### src/rtl/hazard_ctrl_pkg.sv
// Shared encodings for the pipeline hazard controller: opcodes, forward selects,
// FSM states and the canonical NOP.
package hazard_ctrl_pkg;

    localparam logic [6:0] OP_LUI   = 7'b0110111;
    localparam logic [6:0] OP_AUIPC = 7'b0010111;
    localparam logic [6:0] OP_JAL   = 7'b1101111;
    localparam logic [6:0] OP_BCC   = 7'b1100011;
    localparam logic [6:0] OP_LCC   = 7'b0000011;
    localparam logic [6:0] OP_SCC   = 7'b0100011;
    localparam logic [6:0] OP_RCC   = 7'b0110011;
    localparam logic [6:0] OP_FCC   = 7'b0001111;
    localparam logic [6:0] OP_CCC   = 7'b1110011;

    localparam logic [1:0] FWD_RF = 2'd0;
    localparam logic [1:0] FWD_M  = 2'd1;
    localparam logic [1:0] FWD_W  = 2'd2;

    localparam logic [31:0] NOP_INST = 32'h00000013;

    typedef enum logic [1:0] {
        ST_RUN      = 2'd0,
        ST_LD_STALL = 2'd1,
        ST_FLUSH    = 2'd2
    } hz_state_t;

    // M is the younger producer, so it wins over W.
    function automatic logic [1:0] fwd_sel(input logic hit_m, input logic hit_w);
        if (hit_m)      return FWD_M;
        else if (hit_w) return FWD_W;
        else            return FWD_RF;
    endfunction

endpackage

### src/rtl/hazard_ctrl_inst_regs.sv
// Per-stage instruction field decode: register indices and read/write usage flags.
module inst_regs
    import hazard_ctrl_pkg::*;
(
    input  logic [31:0] i_inst,
    output logic [4:0]  o_rd,
    output logic [4:0]  o_rs1,
    output logic [4:0]  o_rs2,
    output logic        o_writes_rd,
    output logic        o_uses_rs1,
    output logic        o_uses_rs2,
    output logic        o_is_load
);

    logic [6:0] w_op;

    assign w_op  = i_inst[6:0];
    assign o_rd  = i_inst[11:7];
    assign o_rs1 = i_inst[19:15];
    assign o_rs2 = i_inst[24:20];

    // An all-zero word is a killed slot, and x0 writes are architecturally void.
    assign o_writes_rd = !(w_op inside {OP_BCC, OP_SCC, OP_FCC, OP_CCC})
                         && (i_inst != 32'd0) && (o_rd != 5'd0);
    assign o_uses_rs1  = !(w_op inside {OP_LUI, OP_AUIPC, OP_JAL});
    assign o_uses_rs2  = w_op inside {OP_BCC, OP_SCC, OP_RCC};
    assign o_is_load   = (w_op == OP_LCC);

endmodule

### src/rtl/hazard_ctrl.sv
// Pipeline hazard controller: X-stage forwarding, D-stage write-through bypass,
// load-use stall and branch/jump flush sequencing with saturating event counters.
//
// state     | meaning
// RUN       | normal issue; a load-use inserts one stall cycle
// LD_STALL  | the load-use bubble is in flight; nothing asserted
// FLUSH     | killing wrong-path instructions after a taken branch/jump
module hazard_ctrl
    import hazard_ctrl_pkg::*;
#(
    parameter int CNT_W     = 16,
    parameter int FLUSH_LEN = 2
) (
    input  logic             clk,
    input  logic             reset,
    input  logic [31:0]      inst_d,
    input  logic [31:0]      inst_x,
    input  logic [31:0]      inst_m,
    input  logic [31:0]      inst_w,
    input  logic             PCSel,
    output logic             stall_f,
    output logic             stall_d,
    output logic             bubble_x,
    output logic             flush_d,
    output logic [1:0]       fwd_a,
    output logic [1:0]       fwd_b,
    output logic             byp_d_rs1,
    output logic             byp_d_rs2,
    output logic [CNT_W-1:0] stall_cnt,
    output logic [CNT_W-1:0] flush_cnt
);

    localparam int KW = (FLUSH_LEN > 2) ? $clog2(FLUSH_LEN) : 1;
    localparam logic [KW-1:0] KILL_INIT = KW'(FLUSH_LEN - 1);

    logic [4:0] w_rd_d, w_rs1_d, w_rs2_d, w_rd_x, w_rs1_x, w_rs2_x;
    logic [4:0] w_rd_m, w_rs1_m, w_rs2_m, w_rd_w, w_rs1_w, w_rs2_w;
    logic       w_wr_d, w_u1_d, w_u2_d, w_ld_d;
    logic       w_wr_x, w_u1_x, w_u2_x, w_ld_x;
    logic       w_wr_m, w_u1_m, w_u2_m, w_ld_m;
    logic       w_wr_w, w_u1_w, w_u2_w, w_ld_w;
    logic       w_load_use;
    logic       w_unused;

    hz_state_t  r_state;
    logic [KW-1:0]    r_kill_cnt;
    logic [CNT_W-1:0] r_stall_cnt;
    logic [CNT_W-1:0] r_flush_cnt;

    inst_regs u_dec_d (
        .i_inst(inst_d), .o_rd(w_rd_d), .o_rs1(w_rs1_d), .o_rs2(w_rs2_d),
        .o_writes_rd(w_wr_d), .o_uses_rs1(w_u1_d), .o_uses_rs2(w_u2_d), .o_is_load(w_ld_d)
    );
    inst_regs u_dec_x (
        .i_inst(inst_x), .o_rd(w_rd_x), .o_rs1(w_rs1_x), .o_rs2(w_rs2_x),
        .o_writes_rd(w_wr_x), .o_uses_rs1(w_u1_x), .o_uses_rs2(w_u2_x), .o_is_load(w_ld_x)
    );
    inst_regs u_dec_m (
        .i_inst(inst_m), .o_rd(w_rd_m), .o_rs1(w_rs1_m), .o_rs2(w_rs2_m),
        .o_writes_rd(w_wr_m), .o_uses_rs1(w_u1_m), .o_uses_rs2(w_u2_m), .o_is_load(w_ld_m)
    );
    inst_regs u_dec_w (
        .i_inst(inst_w), .o_rd(w_rd_w), .o_rs1(w_rs1_w), .o_rs2(w_rs2_w),
        .o_writes_rd(w_wr_w), .o_uses_rs1(w_u1_w), .o_uses_rs2(w_u2_w), .o_is_load(w_ld_w)
    );

    // Decode fields that no hazard path looks at.
    assign w_unused = ^{w_rd_d, w_wr_d, w_ld_d, w_ld_m, w_ld_w, w_rs1_m, w_rs2_m,
                        w_u1_m, w_u2_m, w_rs1_w, w_rs2_w, w_u1_w, w_u2_w};

    assign fwd_a = fwd_sel(w_wr_m && (w_rd_m == w_rs1_x) && w_u1_x,
                           w_wr_w && (w_rd_w == w_rs1_x) && w_u1_x);
    assign fwd_b = fwd_sel(w_wr_m && (w_rd_m == w_rs2_x) && w_u2_x,
                           w_wr_w && (w_rd_w == w_rs2_x) && w_u2_x);

    assign byp_d_rs1 = w_wr_w && (w_rd_w == w_rs1_d) && w_u1_d;
    assign byp_d_rs2 = w_wr_w && (w_rd_w == w_rs2_d) && w_u2_d;

    assign w_load_use = w_ld_x && w_wr_x &&
                        ((w_u1_d && (w_rd_x == w_rs1_d)) || (w_u2_d && (w_rd_x == w_rs2_d)));

    // A taken branch/jump overrides everything, including a pending load-use.
    always_comb begin
        stall_f  = 1'b0;
        stall_d  = 1'b0;
        bubble_x = 1'b0;
        flush_d  = 1'b0;
        if (!reset) begin
            if (PCSel) begin
                flush_d  = 1'b1;
                bubble_x = 1'b1;
            end else begin
                case (r_state)
                    ST_RUN: begin
                        if (w_load_use) begin
                            stall_f  = 1'b1;
                            stall_d  = 1'b1;
                            bubble_x = 1'b1;
                        end
                    end
                    ST_FLUSH: begin
                        flush_d  = 1'b1;
                        bubble_x = 1'b1;
                    end
                    default: ;
                endcase
            end
        end
    end

    always_ff @(posedge clk) begin
        if (reset) begin
            r_state     <= ST_RUN;
            r_kill_cnt  <= '0;
            r_stall_cnt <= '0;
            r_flush_cnt <= '0;
        end else begin
            if (PCSel) begin
                r_kill_cnt <= KILL_INIT;
                r_state    <= (FLUSH_LEN > 1) ? ST_FLUSH : ST_RUN;
            end else begin
                case (r_state)
                    ST_RUN:      if (w_load_use) r_state <= ST_LD_STALL;
                    ST_LD_STALL: r_state <= ST_RUN;
                    ST_FLUSH: begin
                        if (r_kill_cnt <= KW'(1)) begin
                            r_kill_cnt <= '0;
                            r_state    <= ST_RUN;
                        end else begin
                            r_kill_cnt <= r_kill_cnt - KW'(1);
                        end
                    end
                    default:     r_state <= ST_RUN;
                endcase
            end
            if (stall_f && !(&r_stall_cnt)) r_stall_cnt <= r_stall_cnt + 1'b1;
            if (flush_d && !(&r_flush_cnt)) r_flush_cnt <= r_flush_cnt + 1'b1;
        end
    end

    assign stall_cnt = r_stall_cnt;
    assign flush_cnt = r_flush_cnt;

endmodule
### config.mk
export PLATFORM = sky130hd
export DESIGN_NAME = hazard_ctrl
export DESIGN_NICKNAME = d
export VERILOG_FILES = /design/src/rtl/hazard_ctrl_pkg.sv /design/src/rtl/hazard_ctrl_inst_regs.sv /design/src/rtl/hazard_ctrl.sv
export SDC_FILE = /design/constraint.sdc
export NUM_CORES = 1
export LEC_CHECK = 0
export CORE_ASPECT_RATIO = 1.4
export CORE_MARGIN = 2
export CORE_UTILIZATION = 37
export CTS_CLUSTER_SIZE = 28
export DETAILED_ROUTE_END_ITERATION = 7
export PLACE_DENSITY = 0.87
export SYNTH_ARGS = -nofsm -noshare
export SYNTH_HDL_FRONTEND = slang
export SYNTH_SLANG_ARGS = --single-unit
### constraint.sdc
create_clock -name clk -period 4.3 [get_ports clk]
set_clock_uncertainty 0.2 [all_clocks]
set_input_delay 1.075 -clock clk [delete_from_list [all_inputs] [get_ports clk]]
set_output_delay 1.075 -clock clk [all_outputs]
set_load 0.1 [all_outputs]
* Yosys cells after proc, flatten, opt, wreduce, memory -nomap -nowiden *
Index checks and enable logic that the tools add are counted.

storage, ports and cells
  flip-flop bits (word level) = 35
  word-level logic and storage cells = 118

cells by class
  $add $sub $neg = 3
  $lt $le $gt $ge = 1
  equality and inequality tests = 36
  muxes and demuxes = 21
  reduce and logical (&&, ||, !) cells = 52

operators by type and width
  operator               count
  $reduce_bool 32->1     3
  $eq 7x7->1 const B     9
  $eq 7x6->1 const B     8
  $eq 5x5->1             8
  $add 16x1->16 const B  2
  $reduce_and 16->1      2
  $logic_and 1x1->1      24
  $eq 7x4->1 const B     3
  $reduce_bool 5->1      3
  $eq 7x5->1 const B     2
  $mux 2                 7
  $mux 1                 12
  $reduce_bool 3->1      4
  $reduce_bool 4->1      3
  $eq 7x2->1 const B     1
  $logic_not 1->1        7
  $ne 3x3->1 const B     2
  $ne 2x2->1 const B     2
  $pmux 2 s2             1
  $reduce_and 2->1       2
  $eq 2x2->1 const B     1
  $logic_not 2->1        1
  $pmux 1 s2             1
  $reduce_bool 2->1      1
  4 further kinds        4

* Depth between registers and ports, before layout *
  depth in word-level cells = 12
  mapped depth = 9

* Cells and area by module *
Synthesis repeated with hierarchy kept, for this count alone.

unflattened totals
  cell total of the unflattened synthesis = 391
  area total of the unflattened synthesis = 3,066.7 um^2

modules (own cells, without submodules)
  module       instances  cells an instance  area each (um^2)
  hazard_ctrl  1          275                2,260.9
  inst_regs    4          29                 201.4

* Least setup slack after synthesis *
OpenSTA, ideal clock, no wires.

  kind = in2out
  start point = in inst_d[6]
  end point = out byp_d_rs1
  arrival time = 4.855 ns
  data required time = 3.025 ns
  slack = -1.830 ns
  stages on the path = 4
  cells stage by stage = and3_1 > o2111a_1 > or4_1 > nor4_1

between the ends
  cells in the longest elaborated chain, start to end = 4

RTL lines
  element                                   RTL line                     text
  from (decl)                               hazard_ctrl.sv:16            input logic [31:0] inst_d,
  $eq 7x6->1, or another cell as far along  hazard_ctrl_inst_regs.sv:25  assign o_uses_rs1 = !(w_op inside {OP_LUI, OP_AUIPC, OP_JAL});
  $reduce_bool 3->1 (*)                     hazard_ctrl_inst_regs.sv:25
  $logic_not 1->1 (*)                       hazard_ctrl_inst_regs.sv:25
  $logic_and 1x1->1 (*)                     hazard_ctrl.sv:76            assign byp_d_rs1 = w_wr_w && (w_rd_w == w_rs1_d) && w_u1_d;
  to (decl)                                 hazard_ctrl.sv:27            output logic byp_d_rs1,

Mark *: on every way between the ends. The rest lies on a longest branch, timed or not.

* Final worst setup path *
  start point = in inst_d[5]
  end point = out byp_d_rs1

Same word-level chain as after synthesis.

==> flow_results.xml <==
<?xml version="1.0" encoding="UTF-8"?>
<metrics>
  <group name="setup_path">
    <metric name="critical_path.max_fanout" unit="">2</metric>
    <metric name="start_kind" unit="">primary input</metric>
    <metric name="timing.critical_path.arrival" unit="ps">2960</metric>
    <metric name="timing.critical_path.to_type" unit="">primary output</metric>
    <metric name="crit_type" unit="">in -&gt; out</metric>
    <metric name="cp_slowest_stage_delay" unit="ps">430</metric>
    <metric name="worstPathCellList" unit="">clkdlybuf4s50_1, and3_1, o2111a_2, or4_4, nor4_4, buf_12</metric>
    <metric name="cp_top_family" unit="">simple AND/OR/NAND/NOR gates</metric>
    <metric name="timing.critical_path.slowest_stage_cell" unit="">sky130_fd_sc_hd__or4_4</metric>
    <metric name="critical_path_buf_inv_count" unit="">2</metric>
    <metric name="cp_data_required_time" unit="ps">3020</metric>
  </group>
  <group name="global_routing">
    <metric name="use_met1" unit="%">22.1</metric>
    <metric name="track_usage" unit="%">20.3</metric>
    <metric name="first_pass_grt_wire_length" unit="µm">11600</metric>
    <metric name="groute.layer.met2.usage" unit="%">36.7</metric>
    <metric name="via_count_of_the_first_global_routing_pass" unit="">2605</metric>
    <metric name="grt_antenna_before_repair" unit="">0</metric>
    <metric name="grt_max_degree" unit="">34</metric>
    <metric name="global_route.overflow_total" unit="">0</metric>
    <metric name="global_route.peak_usage_layer" unit="">met2</metric>
    <metric name="global_route_met3_utilization" unit="%">4.56</metric>
  </group>
  <group name="power_and_ir_drop">
    <metric name="total_leakage_power" unit="nW">1.30</metric>
    <metric name="ir_drop" unit="mV">0.168</metric>
    <metric name="power_consumption" unit="W">0.000769</metric>
    <metric name="p_per_area" unit="nW/µm²">203</metric>
  </group>
  <group name="drt">
    <metric name="detail_route.wirelength" unit="µm">7210</metric>
    <metric name="detail_route.iter0.violations" unit="">50</metric>
    <metric name="avgRoutedWirePerCell" unit="µm">15.0</metric>
    <metric name="detailroute.via_count" unit="">2592</metric>
    <metric name="drcViolationCount" unit="">0</metric>
    <metric name="vias_per_cell" unit="">5.39</metric>
    <metric name="detail_route.first_pass.iterations" unit="">4</metric>
    <metric name="antenna_violating_nets_post_route" unit="">0</metric>
  </group>
  <group name="layout">
    <metric name="layout.area.seq" unit="µm²">681</metric>
    <metric name="design.final.nets" unit="">541</metric>
    <metric name="multiInputGateArea" unit="µm²">1580</metric>
    <metric name="fill_cell_count" unit="">545</metric>
    <metric name="finalCoreUtilization" unit="%">61.7</metric>
    <metric name="antenna-diode-count" unit="">0</metric>
    <metric name="layout-area-overhead-vs-synth" unit="%">63.2</metric>
    <metric name="drive_gt1_share" unit="%">12.2</metric>
  </group>
  <group name="timing">
    <metric name="final_setup_vio_count" unit="">0</metric>
    <metric name="timing.final.max_slew_violations" unit="">0</metric>
    <metric name="hold_violations" unit="">0</metric>
    <metric name="period_needed" unit="ps">4230</metric>
    <metric name="final_tns_setup" unit="ps">0</metric>
    <metric name="finalWorstSetupSlack" unit="ps">65.6</metric>
    <metric name="timing.hold.ws" unit="ps">303</metric>
    <metric name="rsz_0062_raised_after_global_routing" unit="">no</metric>
    <metric name="slew_of_the_pin_with_the_lowest_slew_margin" unit="ps">987</metric>
    <metric name="min_period_over_period" unit="%">98.5</metric>
    <metric name="achievable-frequency" unit="GHz">0.236</metric>
    <metric name="max-slew-margin-rel" unit="%">34.0</metric>
  </group>
  <group name="synth">
    <metric name="synthDistinctLibCells" unit="">48</metric>
    <metric name="synth_warnings" unit="">0</metric>
    <metric name="synth_nets" unit="">424</metric>
    <metric name="portion_of_the_post_synthesis_area_used_by_sequential_elements" unit="%">29.4</metric>
    <metric name="largest_cells_by_area_after_synthesis" unit="">sky130_fd_sc_hd__dfxtp_1 (29%), sky130_fd_sc_hd__xor2_1 (11%), sky130_fd_sc_hd__xnor2_1 (6.8%)</metric>
    <metric name="synth-seq-cells" unit="">34</metric>
    <metric name="synth_enable_flop_cells" unit="">0</metric>
    <metric name="netlist_area" unit="µm²">2320</metric>
    <metric name="synth_commonest_cells" unit="">sky130_fd_sc_hd__dfxtp_1 (34), sky130_fd_sc_hd__xor2_1 (30), sky130_fd_sc_hd__a21oi_1 (23)</metric>
    <metric name="synth_ff_type" unit="">sky130_fd_sc_hd__dfxtp_1</metric>
    <metric name="post-synth-top-area-fraction" unit="%">29.4</metric>
    <metric name="most_instantiated_library_cell_after_synthesis" unit="">sky130_fd_sc_hd__dfxtp_1</metric>
    <metric name="syn-mean-instance-area" unit="µm²">7.96</metric>
    <metric name="synth_top_cell_by_area" unit="">sky130_fd_sc_hd__dfxtp_1</metric>
    <metric name="async_flop_share" unit="%">0</metric>
    <metric name="synthCells" unit="">291</metric>
  </group>
  <group name="min_path">
    <metric name="hold_path.class" unit="">reg -&gt; reg</metric>
  </group>
  <group name="floorplanning">
    <metric name="ioPinCount" unit="">173</metric>
    <metric name="floorplan.rows" unit="">34</metric>
    <metric name="dieWidth" unit="µm">70.9</metric>
    <metric name="floorplan.initialDensity" unit="%">37.8</metric>
    <metric name="die_area" unit="µm²">6920</metric>
    <metric name="dieHeight" unit="µm">97.6</metric>
    <metric name="design.core.area" unit="µm²">6130</metric>
  </group>
  <group name="place">
    <metric name="placement.setup.worst_slack" unit="ps">-67.5</metric>
    <metric name="globalplace.congestion" unit="">0.918</metric>
    <metric name="numPortBuffers" unit="">107</metric>
    <metric name="hpwl" unit="µm">5600</metric>
  </group>
  <group name="cts">
    <metric name="clock_path_buffers" unit="">2</metric>
    <metric name="holdBufCountCts" unit="">0</metric>
    <metric name="cts_tree" unit="">done</metric>
    <metric name="ctsHtreeMaxLevel" unit="">2</metric>
    <metric name="clk_transition_reported_paths" unit="ps">60</metric>
    <metric name="clk_latency" unit="ps">280</metric>
    <metric name="tritoncts.num_buffers" unit="">5</metric>
    <metric name="cts.sinks" unit="">34</metric>
    <metric name="root_buffer" unit="">sky130_fd_sc_hd__clkbuf_8</metric>
  </group>
  <group name="run">
    <metric name="maxCapViolations" unit="">0</metric>
  </group>
  <group name="status">
    <metric name="status" unit="">completed</metric>
  </group>
</metrics>
[report_power, final]
part	switching [W]	internal (W)	total, W
clock network	0.000114	0.000129	0.000244
logic	0.000102	0.000102	0.000204
registers	0.00000320	0.000318	0.000321
total	0.000219	0.000549	0.000769
[layer usage]
layer / share of wire [%] / up-vias
met2: 51 / 102
met4: 3.2 / 0
met5: 0 / -
met1: 38 / 1186
li1: - / 1286
met3: 7.8 / 18
[registers in the layout, summed over array words and instances, names as in the netlist]
name / count
flush_cnt: 16
r_state: 2
stall_cnt: 16
[cell usage in the layout (no fill, tap or decap), types with 4 or more instances in the layout]
cell	count
sky130_fd_sc_hd__a21oi_1	23
sky130_fd_sc_hd__nor3_1	5
sky130_fd_sc_hd__dfxtp_1	34
sky130_fd_sc_hd__nand4_1	10
sky130_fd_sc_hd__nor2_1	18
sky130_fd_sc_hd__o21ai_0	9
sky130_fd_sc_hd__buf_12	10
sky130_fd_sc_hd__o31ai_1	4
sky130_fd_sc_hd__nand2_1	16
sky130_fd_sc_hd__clkdlybuf4s50_1	92
sky130_fd_sc_hd__clkbuf_8	6
sky130_fd_sc_hd__or4_1	7
sky130_fd_sc_hd__nor4_1	5
sky130_fd_sc_hd__buf_4	17
sky130_fd_sc_hd__xor2_1	30
sky130_fd_sc_hd__xnor2_1	18
sky130_fd_sc_hd__inv_1	11
sky130_fd_sc_hd__o21ai_1	13
sky130_fd_sc_hd__or3_1	19
sky130_fd_sc_hd__nand3_1	17
[final timing paths]
| kind | startpoint | cells after the start | to | slack (ps) |
|---|---|---|---|---|
| worst max-delay path | inst_d[5] | 6 | byp_d_rs1 | 70 |
| worst min-delay path | stall_cnt[5] | 2 | stall_cnt[5] | 300 |
| worst max register to register | stall_cnt[2] | 7 | stall_cnt[1] | 1900 |
| worst min register to register | stall_cnt[5] | 2 | stall_cnt[5] | 300 |
[logic make-up after synthesis]
| group | count (synthesis) | synth area share [%] |
|---|---|---|
| AND/OR/NAND/NOR | 123 | 30.7 |
| XOR/XNOR | 48 | 18.1 |
| adder cells (fa/ha/maj) | 2 | 1.08 |
| multiplexers | 1 | 0.432 |
| buffers and inverters | 25 | 5.51 |
| flip-flops | 34 | 29.4 |
| AO/OA/AOI/OAI | 58 | 14.7 |
[area by class of cell]
type | count | area share (%)
Tap cell | 72 | 2.38
Timing Repair Buffer | 124 | 34.5
Multi-Input combinational cell | 232 | 41.6
Sequential cell | 34 | 18.0
Clock inverter | 1 | 0.132
Inverter | 11 | 1.09
Clock buffer | 7 | 2.28
[per-stage QoR]
| step | std cells | cell area [µm²] |
|---|---|---|
| after floorplan | 291 | 2380 |
| after global placement | 472 | 3670 |
| after detailed placement | 472 | 3670 |
| after CTS | 481 | 3770 |
| after global routing | 481 | 3780 |
| final | 481 | 3780 |
[repair_timing]
item | in CTS | in global routing
pin swaps | 4 | 1
resized for setup | 5 | 3
setup buffers | 1 | 0
endpoints found under the setup margin | 4 | 3
[worst reg2reg max path: stages, from the launching register on]
cell and delay [ps]:
sky130_fd_sc_hd__dfxtp_1 440, sky130_fd_sc_hd__and4_1 290, sky130_fd_sc_hd__nand4_1 230, sky130_fd_sc_hd__or3_1 440
sky130_fd_sc_hd__o2111ai_2 90, sky130_fd_sc_hd__buf_4 300, sky130_fd_sc_hd__mux2i_1 240, sky130_fd_sc_hd__nor2_1 60
Power figures use the tool's default switching activity.
==> variant 1: new RTL, config.mk and constraints unchanged <==
The 3 states of `hz_state_t` get a one-hot encoding in 3 bits.
--- a/src/rtl/hazard_ctrl_pkg.sv
+++ b/src/rtl/hazard_ctrl_pkg.sv
@@ -19,8 +19,8 @@
     localparam logic [31:0] NOP_INST = 32'h00000013;
 
-    typedef enum logic [1:0] {
-        ST_RUN      = 2'd0,
-        ST_LD_STALL = 2'd1,
-        ST_FLUSH    = 2'd2
+    typedef enum logic [2:0] {
+        ST_RUN      = 3'b001,
+        ST_LD_STALL = 3'b010,
+        ST_FLUSH    = 3'b100
     } hz_state_t;
 
Check against the original RTL: no difference found for any inputs over 10 cycles, from zero or initial values and one cycle with reset high; not proved beyond that.
==> variant 1 against the original RTL <==
- sequential cell count rose by 1
- area after synthesis grew 0.70%
- worst setup slack improved by 0.032 ns
- first-iteration DRC count is 28% lower
- die area is 0.66% higher
- design area increased by 3.5%
- power grew 1.5%
- combinational power decreased by 4%
- final cell count grew 2.3%
- critical path type unchanged
- largest power group unchanged
- routed wire length is 2.0% lower
==> variant 1: results (changes against the original RTL) <==
status completed (unchanged); GR Util All Layers 19.80% (was 20.27%); CP Max Fanout 3 (was 2); pin count of the biggest net entering global routing 38 (was 34); yosys warns 0 (unchanged); metal1 wirelength 2843 um (was 2768 um); Reg clk slew, reported paths around 0.07 ns; clock latency on the worst-skew pair 0.27 ns; R2R setup slack 1.95 ns (was 1.90 ns); Synth area leaders dfxtp_1 (30%), xor2_1 (11%), xnor2_1 (9.8%) (was dfxtp_1 (29%), xor2_1 (11%), xnor2_1 (6.8%)); diode count 0 (unchanged); drt initial violations 36 (was 50); Worst slew margin 33.29% (was 33.97%); Cells after DPL 484 (was 472); Critical path origin inst_d[6] (was inst_d[5]); I/O Buffers 107 (unchanged); share of cells above drive strength 1 12.86% (was 12.22%); metal2 WL 3532 um (was 3647 um); RR Startpoint flush_cnt[0]$_SDFFE_PP0P_ (was stall_cnt[2]$_SDFFE_PP0P_); most frequent cells after synthesis nor2_1 (37), dfxtp_1 (35), xor2_1 (29) (was dfxtp_1 (34), xor2_1 (30), a21oi_1 (23)); Async SR Flop Fraction 0% (unchanged); Top FF cell, synth dfxtp_1 (unchanged); First-pass DRT Iterations 4 (unchanged); Synth Instances 296 (was 291); H-tree levels 2 (unchanged); FF-to-FF End flush_cnt[5]$_SDFFE_PP0P_ (was stall_cnt[1]$_SDFFE_PP0P_); peak supply drop 0.1929 mV (was 0.1680 mV); Worst Hold Class flip-flop to flip-flop (unchanged); WL met3 515 um (was 563 um); via count 2632 (was 2592); Critical Path AT 2.93 ns (was 2.96 ns); Clock Path Buffers 2 (unchanged); CTS Buf Count 5 (unchanged); Hold Path Cell Cnt 2 (unchanged); worst reg2reg path depth 7 (unchanged); Netlist cell types 44 (was 48); vias in the first global route 2569 (was 2605); WL final 7064 um (was 7211 um); Layout Nets 552 (was 541); WHS Endpoint stall_cnt[7]$_SDFFE_PP0P_ (was stall_cnt[5]$_SDFFE_PP0P_); worst min-delay path startpoint stall_cnt[7]$_SDFFE_PP0P_ (was stall_cnt[5]$_SDFFE_PP0P_); first-pass GRT wire length 11400 um (was 11590 um); setup TNS 0 ns (unchanged); antenna violations before repair 0 (unchanged); Via density 5.350 (was 5.389); highest metal used met4 (unchanged); root buffer cell clkbuf_8 (unchanged); gpl congestion 0.9459 (was 0.9183); DPL Wire Length 5729 um (was 5596 um); syn nets 429 (was 424); Leak Pwr 1.367 nW (was 1.305 nW); post-synthesis sequential area ratio 30.03% (was 29.37%)
[variant 1: critical path, cell delays in order]
cell and delay, ns:
clkdlybuf4s50_1 0.44, and3_1 0.19, o2111a_1 0.27, or4_4 0.44, nor4_4 0.29, buf_12 0.22
[variant 1: what timing repair did]
item                                    CTS  global route
pin swaps                                 1             5
endpoints found under the setup margin    3             3
gates resized for setup                   6             3
buffers inserted                          0             0
[variant 1: how the worst max path moves through the flow]
stage	slack (ns)	cells after the start	to
final	0.1	6	byp_d_rs1
after CTS	-0.01	9	fwd_b[1]
after global routing	-0.004	9	fwd_b[1]
after detailed placement	-0.08	9	fwd_b[1]
after global placement	-0.15	9	fwd_b[1]
after floorplan	-0.37	5	fwd_a[1]
[variant 1: routing by layer]
metal / vias to the layer above / GRT usage, %
met4: 0 / 7.837
li1: 1298 / -
met3: 15 / 4.025
met2: 104 / 36.45
met1: 1215 / 21.74
met5: - / 0
[variant 1: logic make-up after synthesis]
logic type / share of synthesized area [%]
simple gates: 31.42
xor+xnor: 20.64
compound gates: 11.37
flops: 30.03
buf+inv: 4.075
mux: 1.394
fa+ha+maj: 1.072
[variant 1: through the flow]
step	worst slack (ns)	utilization, %	hold slack (ns)	instance area (um2)
after global routing	-0.003812	63.45	0.3395	3914
final	0.09797	63.45	0.3193	3914
after global placement	-0.1507	61.30	0.2840	3781
after detailed placement	-0.08033	61.30	0.3057	3781
after floorplan	-0.3651	-	0.4978	2409
after CTS	-0.01409	63.10	0.3172	3892
[variant 1: power by group]
| group | switching [mW] | internal [mW] |
|---|---|---|
| clock network | 0.110 | 0.146 |
| logic | 0.0934 | 0.102 |
| registers | 0.00221 | 0.326 |
| total | 0.205 | 0.575 |
[variant 1: final cells by class]
| class | count | area [um2] |
|---|---|---|
| clock buffers | 8 | 100.1 |
| repair buffers | 129 | 1333 |
| fillers | 541 | 2255 |
| well taps | 72 | 90.09 |
| flip-flops and latches | 35 | 700.7 |
| inverters | 11 | 41.29 |
| multi-input cells | 237 | 1649 |
==> variant 2: new RTL, same flow settings <==
Without the edit above. The parameter `FLUSH_LEN` goes from 2 to 1.
--- a/src/rtl/hazard_ctrl.sv
+++ b/src/rtl/hazard_ctrl.sv
@@ -10,5 +10,5 @@
 #(
     parameter int CNT_W     = 16,
-    parameter int FLUSH_LEN = 2
+    parameter int FLUSH_LEN = 1
 ) (
     input  logic             clk,
Function: changed (Yosys sat finds a counterexample within 4 cycles, from zero or initial values and one cycle with reset high).
==> variant 2 against the original RTL <==
- area after synthesis increased by 1.4%
- worst setup slack gained 0.012 ns
- count of clock-buffer cells in the layout shrank 2
- final cell count fell by 0.42%
- utilization down 0.16 points
- critical path depth stayed put
- combinational power decreased by 8%
- power down 6.5%
- design area is 0.43% higher
- sequential cell count decreased by 1
- sequential share of layout area shrank 0.60 points
- routed wire length is 5.8% lower
- critical endpoint is now fwd_a[1]
==> variant 2: results (changes against the original RTL) <==
share of cells above drive strength 1 12.04% (was 12.22%); status completed (unchanged); drt initial violations 62 (was 50); Synth Area in Adders 1.065% (was 1.080%); worst reg2reg path depth 6 (was 7); Layout Nets 539 (was 541); Net Sw Power 0.2039 mW (was 0.2195 mW); syn nets 427 (was 424); CP Capture Point fwd_a[1] (was byp_d_rs1); WL met3 282 um (was 563 um); gpl congestion 0.8531 (was 0.9183); Via density 5.507 (was 5.389); actual slew at the worst max-slew pin 1.234 ns (was 0.9873 ns); WL final 6791 um (was 7211 um); Critical path origin inst_m[9] (was inst_d[5]); worst min-delay path startpoint stall_cnt[10]$_SDFFE_PP0P_ (was stall_cnt[5]$_SDFFE_PP0P_); post-synthesis sequential area ratio 28.12% (was 29.37%); metal2 WL 3814 um (was 3647 um); Clock power frac 30.8% (was 31.7%); peak supply drop 0.1671 mV (was 0.1680 mV); mux cell area share after synthesis 0.4260% (was 0.4320%); Critical Path AT 2.95 ns (was 2.96 ns); GR Util All Layers 19.49% (was 20.27%); FF-to-FF End flush_cnt[13]$_SDFFE_PP0P_ (was stall_cnt[1]$_SDFFE_PP0P_); metal1 wirelength 2561 um (was 2768 um); Leak Pwr 1.285 nW (was 1.305 nW); Synth area leaders dfxtp_1 (28%), xor2_1 (10%), xnor2_1 (8.9%) (was dfxtp_1 (29%), xor2_1 (11%), xnor2_1 (6.8%)); Netlist cell types 47 (was 48)
[variant 2: changes by cell type in the layout (fill, tap and decap cells not counted), sizes merged, moves of 3 or more]
cell,change
nor4,+5
o31ai,+3
nand2,+3
nor2,+6
and3,+5
o21ai,-11
o2111ai,+3
or3,-10
xnor2,+6
buf,-6
[variant 2: area by class of cell]
class / count / area (um2)
clock buffer: 5 / 68.82
timing repair buffer: 118 / 1266
tap: 72 / 90.09
fill: 528 / 2370
multi-input combinational: 239 / 1662
sequential: 33 / 660.6
clock inverter: 3 / 17.52
inverter: 9 / 33.78
[variant 2: logic make-up (layout without fill, tap and decap cells)]
logic type | Yosys count | count (layout)
mux | 1 | 1
xor+xnor | 52 | 52
buf+inv | 22 | 135
fa+ha+maj | 2 | 2
compound gates | 54 | 54
flops | 33 | 33
simple gates | 130 | 130
[variant 2: worst max-delay path, stage by stage]
cell and delay [ns]:
clkdlybuf4s50_1 0.42, or4_1 0.53, o22ai_1 0.32, nor4_4 0.11, nor3_2 0.26, buf_12 0.21
[variant 2: per-layer routing]
metal,global-route usage (%),up-vias
met5,0,-
li1,-,1305
met1,21.78,1236
met2,37.11,83
met3,3.612,14
met4,4.499,0
[variant 2: metrics by stage]
step	hold slack (ns)	area, um2	total power [mW]	worst slack (ns)	instances
2_1_floorplan	0.3474	2425	0.4039	-0.3651	294
3_3_place_gp	0.2690	3689	0.4978	0.07479	470
3_5_place_dp	0.2928	3689	0.5026	0.03016	470
4_1_cts	0.3007	3775	0.7302	0.02196	478
5_1_grt	0.3317	3799	0.7598	0.004360	479
6_report	0.3015	3799	0.7185	0.07770	479
[variant 2: repair_timing]
item	in CTS	in global routing
endpoints found under the setup margin	0	5
buffers inserted	0	1
resized for setup	0	6
